===== config.mk =====
export PLATFORM = sky130hd
export DESIGN_NAME = player_ctrl
export DESIGN_NICKNAME = d
export VERILOG_FILES = /design/src/rtl/gamepkg.sv /design/src/rtl/player_bullet.sv /design/src/rtl/player_ctrl.sv
export SDC_FILE = /design/constraint.sdc
export NUM_CORES = 1
export LEC_CHECK = 0
export CAP_MARGIN = 30
export CORE_MARGIN = 2
export CORE_UTILIZATION = 45
export DETAILED_ROUTE_END_ITERATION = 12
export DONT_BUFFER_PORTS = 1
export PLACE_DENSITY = 0.58
export SLEW_MARGIN = 40
export SYNTH_ARGS = -nofsm -noshare
export SYNTH_HDL_FRONTEND = slang
export SYNTH_SLANG_ARGS = --single-unit

===== constraint.sdc =====
create_clock -name i_clk -period 3.87 [get_ports i_clk]
set_input_delay 1.161 -clock i_clk [delete_from_list [all_inputs] [get_ports i_clk]]
set_output_delay 1.161 -clock i_clk [all_outputs]
set_load 0.005 [all_outputs]

===== src/rtl/gamepkg.sv =====
// Shared game constants, object IDs and player-state types used by the player
// engine and the pixel compositor.
package gamepkg;

    localparam int COORD_W = 12;
    localparam int HP_W    = 7;

    localparam int STEP_X        = 5;
    localparam int JUMP_V        = 10;
    localparam int JUMP_G        = 1;
    localparam int MAX_J         = 20;
    localparam int MAX_HP        = 100;
    localparam int LIMIT_X       = 10;
    localparam int BULLET_STEP_X = 11;

    typedef enum logic [3:0] {
        OBJECT_NONE,
        OBJECT_PLAYER1,
        OBJECT_PLAYER1_SQUAT,
        OBJECT_PLAYER1_SHIELD,
        OBJECT_BULLET1,
        OBJECT_PLAYER2,
        OBJECT_PLAYER2_SQUAT,
        OBJECT_PLAYER2_SHIELD,
        OBJECT_BULLET2
    } ObjectID;

    typedef enum logic [1:0] {StIdle, StGround, StAir, StDead} PlayerState;

    typedef enum logic [1:0] {PoseNormal, PoseSquat, PoseShield} Pose;

    function automatic ObjectID player_obj(input int pid, input Pose p);
        ObjectID o;
        o = OBJECT_NONE;
        unique case (p)
            PoseSquat:  o = (pid == 2) ? OBJECT_PLAYER2_SQUAT : OBJECT_PLAYER1_SQUAT;
            PoseShield: o = (pid == 2) ? OBJECT_PLAYER2_SHIELD : OBJECT_PLAYER1_SHIELD;
            default:    o = (pid == 2) ? OBJECT_PLAYER2 : OBJECT_PLAYER1;
        endcase
        return o;
    endfunction

    function automatic ObjectID bullet_obj(input int pid);
        return (pid == 2) ? OBJECT_BULLET2 : OBJECT_BULLET1;
    endfunction

endpackage


===== src/rtl/player_bullet.sv =====
// Single in-flight bullet: spawns on request, advances once per frame tick and
// disappears when it leaves the playfield or is consumed by the opponent.
module player_bullet
    import gamepkg::*;
#(
    parameter int FACING = 1,
    parameter int X_MIN  = -620,
    parameter int X_MAX  = 620
) (
    input  logic                      clk_i,
    input  logic                      rst_i,
    input  logic                      clear_i,
    input  logic                      tick_i,
    input  logic                      hit_i,
    input  logic                      spawn_i,
    input  logic signed [COORD_W-1:0] spawn_x_i,
    input  logic signed [COORD_W-1:0] spawn_y_i,
    output logic                      valid_o,
    output logic signed [COORD_W-1:0] x_o,
    output logic signed [COORD_W-1:0] y_o
);

    logic                      valid_q, valid_d;
    logic signed [COORD_W-1:0] x_q, x_d, y_q, y_d;
    logic signed [COORD_W:0]   nx;

    assign nx = COORD_W'(x_q) + (COORD_W + 1)'(FACING * BULLET_STEP_X);

    always_comb begin
        valid_d = valid_q;
        x_d     = x_q;
        y_d     = y_q;
        // A hit from the opponent wins over any movement in the same cycle.
        if (clear_i || hit_i) begin
            valid_d = 1'b0;
        end else if (tick_i) begin
            if (valid_q) begin
                if (nx < (COORD_W + 1)'(X_MIN) || nx > (COORD_W + 1)'(X_MAX)) begin
                    valid_d = 1'b0;
                end else begin
                    x_d = nx[COORD_W-1:0];
                end
            end else if (spawn_i) begin
                valid_d = 1'b1;
                x_d     = spawn_x_i;
                y_d     = spawn_y_i;
            end
        end
    end

    always_ff @(posedge clk_i) begin
        if (rst_i) begin
            valid_q <= 1'b0;
            x_q     <= '0;
            y_q     <= '0;
        end else begin
            valid_q <= valid_d;
            x_q     <= x_d;
            y_q     <= y_d;
        end
    end

    assign valid_o = valid_q;
    assign x_o     = x_q;
    assign y_o     = y_q;

endmodule


===== src/rtl/player_ctrl.sv =====
// Per-player game-state engine: per frame tick converts button levels into
// position, jump arc, pose, HP and a single bullet for the compositor.
module player_ctrl
    import gamepkg::*;
#(
    parameter int PLAYER_ID = 1,
    parameter int FACING    = 1,
    parameter int INIT_X    = -500,
    parameter int GROUND_Y  = -300,
    parameter int X_MIN     = -620,
    parameter int X_MAX     = 620
) (
    input  logic                      i_clk,
    input  logic                      i_rst,
    input  logic                      i_frame_tick,
    input  logic                      i_game_active,
    input  logic                      i_left,
    input  logic                      i_right,
    input  logic                      i_jump,
    input  logic                      i_squat,
    input  logic                      i_shield,
    input  logic                      i_fire,
    input  logic                      i_hit,
    input  logic [HP_W-1:0]           i_dmg,
    input  logic                      i_bullet_hit,
    output logic signed [COORD_W-1:0] o_x,
    output logic signed [COORD_W-1:0] o_y,
    output ObjectID                   o_obj,
    output logic [HP_W-1:0]           o_hp,
    output logic                      o_dead,
    output logic                      o_bullet_valid,
    output logic signed [COORD_W-1:0] o_bullet_x,
    output logic signed [COORD_W-1:0] o_bullet_y,
    output ObjectID                   o_bullet_obj
);

    PlayerState                state_q, state_d;
    Pose                       pose_q, pose_d, pose_new;
    logic signed [COORD_W-1:0] x_q, x_d, y_q, y_d;
    logic signed [7:0]         vy_q, vy_d;
    logic [4:0]                j_q, j_d;
    logic [HP_W-1:0]           hp_q, hp_d;
    logic                      fire_prev_q, req_q, req_d;
    logic                      spawn, bullet_valid;
    logic signed [COORD_W:0]   nx, ny, spawn_sum;
    logic [HP_W:0]             hp_diff;

    assign spawn_sum = COORD_W'(x_q) + (COORD_W + 1)'(FACING * LIMIT_X);

    always_comb begin
        state_d  = state_q;
        pose_d   = pose_q;
        pose_new = pose_q;
        x_d      = x_q;
        y_d      = y_q;
        vy_d     = vy_q;
        j_d      = j_q;
        hp_d     = hp_q;
        spawn    = 1'b0;
        nx       = COORD_W'(x_q);
        ny       = COORD_W'(y_q);
        hp_diff  = {1'b0, hp_q} - {1'b0, i_dmg};
        // A fire edge on a tick cycle is held for the following tick.
        req_d    = (req_q & ~i_frame_tick) | (i_fire & ~fire_prev_q);

        if (!i_game_active) begin
            state_d = StIdle;
            pose_d  = PoseNormal;
            x_d     = COORD_W'(INIT_X);
            y_d     = COORD_W'(GROUND_Y);
            vy_d    = '0;
            j_d     = '0;
            hp_d    = HP_W'(MAX_HP);
            req_d   = 1'b0;
        end else begin
            unique case (state_q)
                StIdle: state_d = StGround;
                StGround, StAir: begin
                    if (i_frame_tick) begin
                        if (state_q == StGround) begin
                            pose_new = i_shield ? PoseShield : (i_squat ? PoseSquat : PoseNormal);
                        end else begin
                            pose_new = PoseNormal;
                        end
                        pose_d = pose_new;

                        if (pose_new == PoseNormal && (i_left ^ i_right)) begin
                            nx = i_left ? COORD_W'(x_q) - (COORD_W + 1)'(STEP_X)
                                        : COORD_W'(x_q) + (COORD_W + 1)'(STEP_X);
                            if (nx < (COORD_W + 1)'(X_MIN)) begin
                                x_d = COORD_W'(X_MIN);
                            end else if (nx > (COORD_W + 1)'(X_MAX)) begin
                                x_d = COORD_W'(X_MAX);
                            end else begin
                                x_d = nx[COORD_W-1:0];
                            end
                        end

                        if (state_q == StAir) begin
                            if (j_q + 5'd1 < 5'(MAX_J)) begin
                                ny   = COORD_W'(y_q) + (COORD_W + 1)'(vy_q);
                                y_d  = ny[COORD_W-1:0];
                                vy_d = vy_q - 8'(JUMP_G);
                                j_d  = j_q + 5'd1;
                            end else begin
                                y_d     = COORD_W'(GROUND_Y);
                                vy_d    = '0;
                                j_d     = '0;
                                state_d = StGround;
                            end
                        end else if (i_jump && pose_new == PoseNormal) begin
                            state_d = StAir;
                            vy_d    = 8'(JUMP_V);
                            j_d     = '0;
                        end

                        spawn = req_q & ~bullet_valid & (pose_new != PoseShield);
                    end

                    // Damage is judged against the pose held before this cycle.
                    if (i_hit && pose_q != PoseShield) begin
                        hp_d = hp_diff[HP_W] ? '0 : hp_diff[HP_W-1:0];
                        if (hp_d == '0) begin
                            state_d = StDead;
                            pose_d  = PoseNormal;
                        end
                    end
                end
                default: ;
            endcase
        end
    end

    always_ff @(posedge i_clk) begin
        if (i_rst) begin
            state_q     <= StIdle;
            pose_q      <= PoseNormal;
            x_q         <= COORD_W'(INIT_X);
            y_q         <= COORD_W'(GROUND_Y);
            vy_q        <= '0;
            j_q         <= '0;
            hp_q        <= HP_W'(MAX_HP);
            fire_prev_q <= 1'b0;
            req_q       <= 1'b0;
        end else begin
            state_q     <= state_d;
            pose_q      <= pose_d;
            x_q         <= x_d;
            y_q         <= y_d;
            vy_q        <= vy_d;
            j_q         <= j_d;
            hp_q        <= hp_d;
            fire_prev_q <= i_fire;
            req_q       <= req_d;
        end
    end

    player_bullet #(
        .FACING(FACING),
        .X_MIN (X_MIN),
        .X_MAX (X_MAX)
    ) u_bullet (
        .clk_i    (i_clk),
        .rst_i    (i_rst),
        .clear_i  (~i_game_active),
        .tick_i   (i_frame_tick),
        .hit_i    (i_bullet_hit),
        .spawn_i  (spawn),
        .spawn_x_i(spawn_sum[COORD_W-1:0]),
        .spawn_y_i(y_q),
        .valid_o  (bullet_valid),
        .x_o      (o_bullet_x),
        .y_o      (o_bullet_y)
    );

    assign o_x            = x_q;
    assign o_y            = y_q;
    assign o_obj          = player_obj(PLAYER_ID, pose_q);
    assign o_hp           = hp_q;
    assign o_dead         = (state_q == StDead);
    assign o_bullet_valid = bullet_valid;
    assign o_bullet_obj   = bullet_obj(PLAYER_ID);

endmodule


## After elaboration in Yosys (flattened, before gate mapping)

Index checks and enable logic that the tools add are counted.

- Output and inout bits: 65
- Word-level logic and storage cells: 101
- Flip-flop bits (word level): 75

- $lt $le $gt $ge: 5
- Reduce and logical (&&, ||, !) cells: 20
- Add/subtract/negate cells: 8
- Multiplexer cells: 37
- Equality and inequality tests: 8
- Bitwise operators: 11

Operators with widths:

| kind | count |
|---|---|
| 12-bit two-way mux | 6 |
| 2-bit two-way mux | 14 |
| 13-bit by 11-bit > comparator with 1-bit output, second input constant | 2 |
| 13-bit by 11-bit < comparator with 1-bit output, second input constant | 2 |
| 8-bit two-way mux | 3 |
| 5-bit two-way mux | 3 |
| 12-bit by 4-bit adder with 13-bit output, second input constant | 1 |
| 12-bit by 5-bit adder with 13-bit output, second input constant | 1 |
| 13-bit two-way mux | 1 |
| 12-bit by 4-bit subtractor with 13-bit output, second input constant | 1 |
| 12-bit by 5-bit adder with 12-bit output, second input constant | 1 |
| 12-bit by 8-bit adder with 12-bit output | 1 |
| 3-bit AND reduction | 3 |
| 2-bit case mux with 2 select lines | 2 |
| 4-bit AND reduction | 2 |
| 7-bit by 7-bit subtractor with 8-bit output | 1 |
| 8-bit by 2-bit subtractor with 8-bit output, second input constant | 1 |
| 7-bit logical NOT | 1 |
| 1-bit two-way mux | 7 |
| 7-bit two-way mux | 1 |
| 2-bit == test, second input constant | 3 |
| 2-bit != test, second input constant | 3 |
| 2-bit nonzero test | 3 |
| 2-bit OR reduction | 3 |
| other kinds (11) | 23 |

## Logic depth before layout (Yosys ltp)

- Depth in word-level cells: 14
- Depth in mapped cells: 12
- Mapped depth without buffers: 12

## Modules after synthesis

Synthesis repeated with hierarchy kept, for this count alone.

- Cells, all modules: 720
- Area total of the unflattened synthesis: 5562.8 µm²

By module, submodules not included:

| module | cells an instance | area an instance (µm²) | instances |
|---|---|---|---|
| player_ctrl | 478 | 3787.4 | 1 |
| player_bullet | 242 | 1775.5 | 1 |

## Worst setup path before layout

Ideal clock, no wire load.

- Path kind: input-to-reg
- Start point: input i_dmg[0]
- End point: register pose_q[1]
- Slack: 0.320 ns
- Setup time: 0.134 ns
- Buffers on the path: 0
- Cell stages on the path: 8
- Data arrival time: 3.416 ns
- Cell sequence: ha_1 inv_1 fa_1 or4_1 or4_1 or2_2 a32oi_1 a31oi_1

- Cells in the longest elaborated chain, start to end: 5

RTL lines:

| item | line | RTL |
|---|---|---|
| from (decl) | player_ctrl.sv:24 | `input logic [HP_W-1:0] i_dmg,` |
| 7-bit by 7-bit subtractor with 8-bit output | player_ctrl.sv:62 | `hp_diff = {1'b0, hp_q} - {1'b0, i_dmg};` |
| 7-bit two-way mux | player_ctrl.sv:122 | `hp_d = hp_diff[HP_W] ? '0 : hp_diff[HP_W-1:0];` |
| 7-bit logical NOT | player_ctrl.sv:123 | `if (hp_d == '0) begin` |
| 2-bit two-way mux | player_ctrl.sv:123 |  |
| 2-bit two-way mux | player_ctrl.sv:121 | `if (i_hit && pose_q != PoseShield) begin` |
| to (signal assigned) | player_ctrl.sv:137 | `pose_q <= PoseNormal;` |
| to (signal assigned) | player_ctrl.sv:147 | `pose_q <= pose_d;` |
| to (decl) | player_ctrl.sv:38 | `Pose pose_q, pose_d, pose_new;` |

Every way passes these cells.
A chain may end at the register's enable or synchronous reset.

## Final worst setup path

- Start point: input i_dmg[0]
- End point: register state_q[0]

- Cells in the longest elaborated chain, start to end: 6

RTL lines:

| item | line | RTL |
|---|---|---|
| 7-bit by 7-bit subtractor with 8-bit output | player_ctrl.sv:62 |  |
| 7-bit two-way mux | player_ctrl.sv:122 |  |
| 7-bit logical NOT | player_ctrl.sv:123 |  |
| 2-bit two-way mux | player_ctrl.sv:123 |  |
| 2-bit two-way mux | player_ctrl.sv:121 |  |
| 2-bit case mux with 2 select lines | player_ctrl.sv:76 | `unique case (state_q)` |
| to (signal assigned) | player_ctrl.sv:136 | `state_q <= StIdle;` |
| to (signal assigned) | player_ctrl.sv:146 | `state_q <= state_d;` |
| to (decl) | player_ctrl.sv:37 | `PlayerState state_q, state_d;` |

Every way passes these cells.

==> qor.yml <==
power:
  ir_drop_uv: 195
  powerDensity_mw_per_mm2: 319
  p_leak_nw: 2.32
critical_path:
  cp_cell_sequence: "ha_1 > inv_1 > fa_1 > or4_1 > or4_1 > a32oi_1 > nand2_1 > a221oi_1"
  required_ns: 4.12
  reg2reg_depth: 10
  critPathMaxFanout: 4
  worst_setup_path_start_kind: "input pin"
  path_class: "in -> reg"
  r2r_slack_ns: 0.84
  crit_path_end_kind: "register"
  reg2reg_from: "o_x[0]$_SDFFE_PP0P_"
  crit_path_frequent_cell: "or4_1"
  cpPeakStageDelay_ns: 0.57
  cp.arrival_ns: 3.57
  crit_slowest_cell: "or4_1"
  r2r_end: "o_x[1]$_SDFFE_PP0P_"
placement:
  gp_congestion: 0.847
  place_area_mm2: 0.00575
  port_buffers: 0
  post-dp-hpwl_um: 10800
  dp_cells: 852
clock_tree:
  htreeDepth: 3
  cts_resized: 0
  cts_tree: "built"
  cts_root_buffer: "clkbuf_16"
  cts_setup_buffers: 0
  cts_made_buffers: 9
  insertion_delay_ns: 0.35
  hold_buffers: 0
  clk_pin_slew_ns: 0.07
  cts_sinks: 75
  clock_path_buffers: 2
sta:
  min_period_ns: 3.32
  max_clock_freq_mhz: 301
  slew_viol_final: 0
  rsz0062_at_grt: "false"
  skew_ns: 0.00890
  worst_pin_slew_ns: 0.601
  finalHoldViolCount: 0
  max_slew_margin_pct: 59.8
  finalCritPeriodShare_pct: 85.8
  setup-tns-final_ns: 0
  setup_viol: 0
floorplan:
  die_area_mm2: 0.0135
  dieHeight_um: 116
  initial_core_util_pct: 45.6
  core-area_mm2: 0.0125
  ios: 84
  num_rows: 41
  die_w_um: 116
hold_path:
  holdCritPathClass: "reg -> reg"
  holdPathStages: 2
  hold_end: "req_q$_SDFF_PP0_"
  holdCritStartpoint: "req_q$_SDFF_PP0_"
final_layout:
  drive_gt1_share_pct: 7.61
  final_nets: 753
  layout.cells.non_filler: 868
  final_area_mm2: 0.00608
  area_growth_pct: 6.95
  n_antenna_cell: 0
logic_synthesis:
  synth_seq_cells: 75
  synthFlopType: "dfxtp_1"
  avgSynthCellArea_um2: 8.03
  yosys.cell_types.count: 84
  synth_warnings: 0
  yosysSeqAreaShare_pct: 26.4
  synth_cells: 708
  async_reset_ff_share_pct: 0
  syn-cell-area_mm2: 0.00569
  synth_edf_count: 0
grt:
  grt_antenna_before_repair: 0
  grt_pass1_vias: 4942
  grt_usage_pct: 22.4
  overflow: 0
  grt_max_degree: 29
  grt_pass1_wl_um: 24100
route:
  drt-pass1-iter-count: 5
  vias: 5080
  vias_per_cell: 5.85
  wl_um: 14800
  avgRoutedWirePerCell_um: 17.0
  drtIter0Drc: 344
  drc_errors: 0
  antenna_left: 0
job:
  cap_violations: 0
run_status:
  status: "complete, no violations"
-- worst max-delay path: cells and delay by family --
kind | cells | cell delay, ns
buffers and inverters | 1 | 0.07
adders and majority gates | 2 | 0.61
and+or+nand+nor | 3 | 1.25
AOI/OAI and AO/OA | 2 | 0.49
-- routing by layer --
metal / vias up / global-route usage (%) / wire length (um)
met5: - / 0 / 0
met4: 0 / 7.86 / 229
met3: 20 / 4.67 / 758
met2: 101 / 38.3 / 7300
met1: 2420 / 27.9 / 6470
li1: 2539 / - / -
-- how the worst max path moves through the flow --
stage,endpoint,startpoint,slack [ns]
2_1_floorplan,pose_q[1]$_SDFFE_PP0N_,i_dmg[0],0.32
3_3_place_gp,pose_q[1]$_SDFFE_PP0N_,i_dmg[0],0.24
3_5_place_dp,state_q[0]$_SDFFE_PP0P_,i_dmg[0],0.18
4_1_cts,state_q[0]$_SDFFE_PP0P_,i_dmg[0],0.57
5_1_grt,pose_q[1]$_SDFFE_PP0N_,i_dmg[0],0.33
6_report,state_q[0]$_SDFFE_PP0P_,i_dmg[0],0.55
-- per-stage QoR --
step / power (mW) / util (%) / hold WS [ns] / setup slack [ns]
final: 1.94 / 48.8 / 0.475 / 0.550
after global routing: 2.02 / 48.8 / 0.504 / 0.330
after CTS: 1.96 / 48.8 / 0.476 / 0.572
after detailed placement: 1.02 / 46.1 / 0.464 / 0.183
after global placement: 1.02 / 46.1 / 0.460 / 0.245
after floorplan: 0.986 / - / 0.451 / 0.320
-- cells by family (layout without fill, tap and decap cells) --
| logic type | after synthesis | count (layout) | synth area share, % |
|---|---|---|---|
| compound gates | 209 | 209 | 26.5 |
| xor+xnor | 44 | 44 | 6.91 |
| fa+ha+maj | 43 | 43 | 9.86 |
| buf+inv | 76 | 60 | 6.23 |
| flops | 75 | 75 | 26.4 |
| mux | 16 | 16 | 2.82 |
| other cells | 2 | 6 | 0.132 |
| simple gates | 243 | 243 | 21.1 |
-- state kept, by name (all words and copies together) (netlist names) --
register	cells
o_x	12
o_y	12
u_bullet.x_o	12
vy_q	8
req_q	1
j_q	5
fire_prev_q	1
pose_q	2
u_bullet.y_o	12
o_hp	7
state_q	2
u_bullet.valid_o	1
-- cells in the final DEF (no fill, tap or decap), types with 9 or more instances in the layout --
cell type  synthesis  routed
a21oi_1           50      50
clkbuf_16          0       9
dfxtp_1           75      74
ha_1              40      40
inv_1             38      38
mux2i_1           16      16
nand2_1           44      44
nand2b_1          14      13
nand3_1           10      10
nor2_1            89      89
nor2b_1           12      12
nor3_1            21      21
o2111ai_1         10      10
o21a_1            11      11
o21ai_0           44      44
xnor2_1           31      31
xor2_1            12      12
-- final cells by class --
| type | instances | area (um2) |
|---|---|---|
| Fill cell | 1246 | 6380 |
| Multi-Input combinational cell | 561 | 3850 |
| Sequential cell | 75 | 1500 |
| Clock buffer | 11 | 243 |
| Tap cell | 172 | 215 |
| Inverter | 38 | 143 |
| Clock inverter | 5 | 85.1 |
| Timing Repair Buffer | 6 | 45.0 |
-- synthesized netlist by cell type, types with 4 or more instances --
master	n	area, um2
a211oi_1	4	30.0
a21oi_1	50	250
a221o_1	5	50.1
a22oi_1	5	37.5
a31oi_1	5	31.3
and2_1	8	50.1
and3_1	4	25.0
buf_2	4	20.0
buf_4	13	97.6
clkbuf_1	18	67.6
dfxtp_1	75	1500
ha_1	40	500
inv_1	38	143
mux2i_1	16	160
nand2_1	44	165
nand2b_1	14	87.6
nand3_1	10	50.1
nand4_1	4	25.0
nor2_1	89	334
nor2b_1	12	75.1
nor3_1	21	105
nor4_1	8	50.1
o2111ai_1	10	87.6
o211ai_1	7	52.6
o21a_1	11	82.6
o21ai_0	44	220
o22ai_1	8	50.1
o31ai_1	7	52.6
or2_2	4	25.0
xnor2_1	31	272
xor2_1	12	105
-- power breakdown --
group | switching, mW | total [mW] | internal [mW]
combinational | 0.127 | 0.215 | 0.0878
clock | 0.350 | 0.936 | 0.586
sequential | 0.0119 | 0.791 | 0.779
total | 0.489 | 1.94 | 1.45
(Power assumes the default switching activity.)
